==> src/rtl/serial_channel_arbiter.sv <==
// Round-robin arbiter muxing N_CH serial channels into one deserializer, one LENGTH-bit word per grant.
// Optional stall abort is compiled in when ARB_TIMEOUT_EN is defined.
module serial_channel_arbiter #(
    parameter int N_CH    = 4,
    parameter int LENGTH  = 24,
    parameter int TIMEOUT = 64,
    localparam int CH_W   = (N_CH > 1) ? $clog2(N_CH) : 1
) (
    input  logic            i_clk,
    input  logic            i_rst,
    input  logic            i_en,
    input  logic [N_CH-1:0] iv_req,
    input  logic [N_CH-1:0] iv_din,
    input  logic [N_CH-1:0] iv_din_valid,
    output logic [N_CH-1:0] ov_ready,
    output logic [N_CH-1:0] ov_grant,
    output logic            o_din,
    output logic            o_din_valid,
    input  logic            i_des_ready,
    input  logic            i_word_valid,
    output logic [CH_W-1:0] o_word_ch,
    output logic            o_busy,
    output logic            o_timeout,
    output logic [1:0]      o_state_dbg
);

    localparam int CNT_W = $clog2(LENGTH) + 1;

    if (N_CH < 1 || N_CH > 16 || LENGTH < 1 || TIMEOUT < 1) begin : g_bad_param
        $error("serial_channel_arbiter: parameter out of range");
    end

    typedef enum logic [1:0] {
        IDLE  = 2'd0,
        WAKE  = 2'd1,
        XFER  = 2'd2,
        DRAIN = 2'd3
    } state_t;

    state_t            state_q, state_d;
    logic [N_CH-1:0]   grant_q, grant_d;
    logic [CH_W-1:0]   word_ch_q, word_ch_d;
    logic [CH_W-1:0]   rr_q, rr_d;
    logic [CNT_W-1:0]  cnt_q, cnt_d;
    logic [CH_W-1:0]   pick_w;
    logic [CH_W-1:0]   next_rr_w;
    logic              accept_w;
    logic              abort_w;
    logic              stall_hit_w;

    // Handshake: a bit moves when the granted channel is valid and the deserializer
    // is ready; gated by i_en so the forwarded count always matches cnt_q.
    assign accept_w  = (state_q == XFER) && iv_din_valid[word_ch_q] && i_des_ready && i_en;
    assign next_rr_w = (word_ch_q == CH_W'(N_CH - 1)) ? '0 : word_ch_q + 1'b1;

    // Iterate downwards so the lowest offset from rr_q wins.
    always_comb begin
        pick_w = rr_q;
        for (int i = N_CH - 1; i >= 0; i--) begin
            if (iv_req[CH_W'((int'(rr_q) + i) % N_CH)]) begin
                pick_w = CH_W'((int'(rr_q) + i) % N_CH);
            end
        end
    end

    always_comb begin
        o_din       = 1'b0;
        o_din_valid = 1'b0;
        ov_ready    = '0;
        case (state_q)
            WAKE: o_din_valid = 1'b1;
            XFER: begin
                o_din               = iv_din[word_ch_q];
                o_din_valid         = accept_w;
                ov_ready[word_ch_q] = accept_w;
            end
            default: ;
        endcase
    end

    always_comb begin
        state_d   = state_q;
        grant_d   = grant_q;
        word_ch_d = word_ch_q;
        rr_d      = rr_q;
        cnt_d     = cnt_q;
        abort_w   = 1'b0;
        case (state_q)
            IDLE: begin
                if (|iv_req) begin
                    state_d         = WAKE;
                    word_ch_d       = pick_w;
                    grant_d         = '0;
                    grant_d[pick_w] = 1'b1;
                    cnt_d           = '0;
                end
            end
            WAKE: begin
                if (i_des_ready) state_d = XFER;
            end
            XFER: begin
                if (accept_w) begin
                    cnt_d = cnt_q + 1'b1;
                    if (cnt_d == CNT_W'(LENGTH)) state_d = DRAIN;
                end
            end
            DRAIN: begin
                if (i_word_valid) begin
                    state_d = IDLE;
                    grant_d = '0;
                    rr_d    = next_rr_w;
                    cnt_d   = '0;
                end
            end
            default: state_d = IDLE;
        endcase
        // A normal transition in the same cycle takes precedence over a stall abort.
        if (stall_hit_w && state_d == state_q) begin
            abort_w = 1'b1;
            state_d = IDLE;
            grant_d = '0;
            rr_d    = next_rr_w;
            cnt_d   = '0;
        end
    end

    always_ff @(posedge i_clk) begin
        if (i_rst) begin
            state_q   <= IDLE;
            grant_q   <= '0;
            word_ch_q <= '0;
            rr_q      <= '0;
            cnt_q     <= '0;
        end else if (i_en) begin
            state_q   <= state_d;
            grant_q   <= grant_d;
            word_ch_q <= word_ch_d;
            rr_q      <= rr_d;
            cnt_q     <= cnt_d;
        end
    end

`ifdef ARB_TIMEOUT_EN
    localparam int STALL_W = $clog2(TIMEOUT + 1);

    logic [STALL_W-1:0] stall_q, stall_d;

    assign stall_hit_w = (state_q != IDLE) && !accept_w && (stall_q == STALL_W'(TIMEOUT - 1));
    assign o_timeout   = abort_w && i_en && !i_rst;

    always_comb begin
        if (state_q == IDLE || accept_w || state_d != state_q) stall_d = '0;
        else                                                   stall_d = stall_q + 1'b1;
    end

    always_ff @(posedge i_clk) begin
        if (i_rst)     stall_q <= '0;
        else if (i_en) stall_q <= stall_d;
    end
`else
    assign stall_hit_w = 1'b0;
    assign o_timeout   = 1'b0;
`endif

    assign ov_grant    = grant_q;
    assign o_word_ch   = word_ch_q;
    assign o_busy      = (state_q != IDLE);
    assign o_state_dbg = state_q;

endmodule
==> config.mk <==
export PLATFORM = sky130hd
export DESIGN_NAME = serial_channel_arbiter
export DESIGN_NICKNAME = d
export VERILOG_FILES = /design/src/rtl/serial_channel_arbiter.sv
export SDC_FILE = /design/constraint.sdc
export NUM_CORES = 1
export LEC_CHECK = 0
export ABC_AREA = 1
export BUFFER_PORTS_ARGS = -buffer_cell sky130_fd_sc_hd__buf_2
export CORE_MARGIN = 2
export CORE_UTILIZATION = 49
export CTS_BUF_LIST = sky130_fd_sc_hd__clkbuf_4 sky130_fd_sc_hd__clkbuf_8
export CTS_CLUSTER_SIZE = 20
export DETAILED_ROUTE_END_ITERATION = 16
export MAX_ROUTING_LAYER = met4
export PLACE_DENSITY = 0.75
export SYNTH_ARGS = -nofsm -noshare
export SYNTH_HDL_FRONTEND = slang
export SYNTH_SLANG_ARGS = --single-unit
==> constraint.sdc <==
create_clock -name i_clk -period 2.13 [get_ports i_clk]
set_clock_uncertainty 0.15 [all_clocks]
set_input_delay 0.1065 -clock i_clk [delete_from_list [all_inputs] [get_ports i_clk]]
set_output_delay 0.1065 -clock i_clk [all_outputs]
set_load 0.05 [all_outputs]
==> flow_summary.ini <==
[power_and_ir_drop]
swShare_pct = 49.72
internal-power_uw = 651.9
power_mw = 1.296
pwr-share-comb_pct = 52.8
pwr-share-clk_pct = 16.0
p_seq_share_pct = 31.2
p_sw_uw = 644.5
leakagePower_nw = 0.7843
powerDensity_nw_per_um2 = 852.7
vdd_ir_drop_max_v = 0.0007481

[routing]
firstDrtPassIters = 4
antenna_left = 0
post_drt_wl_per_cell_um = 10.88
drt_iter0_drc = 57
finalWirelength_um = 2894
vias_per_cell = 5.008
vias = 1332
drc = 0

[timing]
slew_violations = 0
finalHoldViolCount = 0
fin_ws_ns = 0.1309
setup_viol = 0
fmax_mhz = 500.2
setup_tns_ns = 0
finalCritPeriodShare_pct = 93.85
finalCriticalPeriod_ns = 1.999

[place]
routabilityCongestion = 0.8734
dp.final_hpwl_um = 2288
dpl_worst_slack_ns = 0.2220
numPortBuffers = 31

[logic_synthesis]
synth_nets = 231
synth_cell_type_count = 28
synth_area_sq_um = 1289
yosysSeqAreaShare_pct = 24.85
synth-warning-count = 0
synthCells = 203
syn_area_per_cell_sq_um = 6.348
synth_seq_cells = 16

[final_layout]
fin_nets = 265
antenna_cells = 0
multi_input_area_sq_um = 835.8
fin_util_pct = 61.36
final-seq-area_sq_um = 320.3
layout_commonest_cell = nand2_1
layout-drive-gt1-share_pct = 25.85
mostFrequentLayoutCells = nand2_1 (48), buf_2 (29), nor2_1 (26), inv_1 (24)
synthToLayoutAreaGrowth_pct = 17.96
n_fill_cell = 256

[job]
maxCapViolCount = 0

[global_route]
grt_pass1_wl_um = 5161
grt_overflow_total = 0
grt_use_total_pct = 21.36
grt_pass1_vias = 1190
antenna_found_initial = 0
grt_max_degree = 11

[clock_network]
htreeDepth = 1
cts_tree = built
clk_path_buf_depth = 2
clock_sinks = 16
clock_latency_ns = 0.29
cts_setup_buffers = 0
cts_buffers = 3
path_clk_slew_ns = 0.10
cts-root-buf = clkbuf_4

[critical_path]
crit_chain = inv_1 > ha_2 > and3_1 > nand3_2 > a21oi_2 > clkbuf_4
critPathArrivalTime_ns = 1.74
cp-start-kind = flop
slowest_delay_ns = 0.37
cp.depth = 6
r2r-end = o_state_dbg[1]$_SDFFE_PP0P_
timing.rr.start = o_state_dbg[0]$_SDFFE_PP0P_
cp.required_ns = 1.87
critPathMaxFanout = 7
critPathSlowestCell = dfxtp_1
path_delay_family = flip-flops
endpoint_kind = primary output
r2r_cells = 12
critPathBufInv = 2
regToRegSetupSlack_ns = 0.27
path_class = flop to primary output

[outcome]
status = finished clean

[floorplanning]
die_area_sq_um = 3056
io_pins = 33
start_util_pct = 52.02
rows = 18
core_area_sq_um = 2477
die_h_um = 55.29
die_x_um = 55.29

[min_path]
hp-start = i_word_valid
min_to = rr_q[0]$_SDFFE_PP0P_
hold_class = primary input to flop
holdPathStages = 3
[what timing repair did]
item / CTS / global route
resized for setup: 0 / 4
hold endpoints to repair: 8 / 0
hold buffers: 1 / 0
endpoints found under the setup margin: 0 / 5
[sequential cells by signal, indices dropped and copies added (netlist names)]
register     flops
rr_q             2
cnt_q            6
ov_grant         4
o_word_ch        2
o_state_dbg      2
[area by class of cell]
cell class,count,share of cell area [%]
sequential,16,21.07
tap,30,2.469
multi-input combinational,154,54.98
clock buffer,4,2.387
inverter,30,7.901
timing repair buffer,32,11.19
[cell usage after synthesis, drive strengths merged]
cell type   n  area (sq um)
clkbuf      1         3.750
nand4       4         25.02
nand3      18         100.1
buf         2         18.77
and3        1         6.260
a21oi      16         83.83
xor2        2         17.52
dfxtp      16         320.3
conb        1         3.750
nor2       28         115.1
inv        30         120.1
o21ai      11         58.80
ha         11         137.6
nand2      59         254.0
o2111ai     1         8.760
a211oi      2         15.01
[power groups by stage]
stage	combinational [mW]	clock, mW	sequential [mW]
2_1_floorplan	0.449	0	0.499
3_3_place_gp	0.680	0	0.410
3_5_place_dp	0.678	0	0.411
4_1_cts	0.681	0.211	0.405
5_1_grt	0.767	0.229	0.416
6_report	0.685	0.207	0.404
[worst reg2reg max path, delay by kind of cell, from the launching register on]
family	cells	cell delay, ns
buffers and inverters	2	0.19
adder cells (fa/ha/maj)	1	0.25
flip-flops	1	0.37
AND/OR/NAND/NOR	9	0.80
[cell families after synthesis]
group                    Yosys count  share of synthesized area (%)
flip-flops                        16                          24.85
XOR/XNOR                           2                          1.359
AO/OA/AOI/OAI                     30                          12.91
buffers and inverters             33                          11.07
AND/OR/NAND/NOR                  110                          38.83
other                              1                         0.2910
adder cells (fa/ha/maj)           11                          10.68
[stage by stage]
| stage | std cells | hold WS, ns | cell area, sq um |
|---|---|---|---|
| 2_1_floorplan | 203 | 0.1810 | 1296 |
| 3_3_place_gp | 261 | 0.2743 | 1466 |
| 3_5_place_dp | 261 | 0.2816 | 1466 |
| 4_1_cts | 266 | 0.02687 | 1513 |
| 5_1_grt | 266 | 0.05582 | 1520 |
| 6_report | 266 | 0.02913 | 1520 |
[metal layers]
metal	global-route usage, %	routed length [um]	part of all wire, %
met5	-	0	0
met3	3.044	134	4.6
met2	31.63	1256	43
met1	28.49	1433	50
met4	10.45	70	2.4
[worst max-delay path by stage]
stage / from / end
finish: o_state_dbg[0]$_SDFFE_PP0P_ / o_din_valid
floorplan: o_state_dbg[1]$_SDFFE_PP0P_ / ov_ready[0]
global placement: o_state_dbg[0]$_SDFFE_PP0P_ / o_state_dbg[1]$_SDFFE_PP0P_
detailed placement: o_state_dbg[0]$_SDFFE_PP0P_ / o_state_dbg[0]$_SDFFE_PP0P_
CTS: o_state_dbg[0]$_SDFFE_PP0P_ / o_din_valid
global route: o_state_dbg[0]$_SDFFE_PP0P_ / ov_ready[2]
Note: power is estimated with default switching activity, not from simulation.
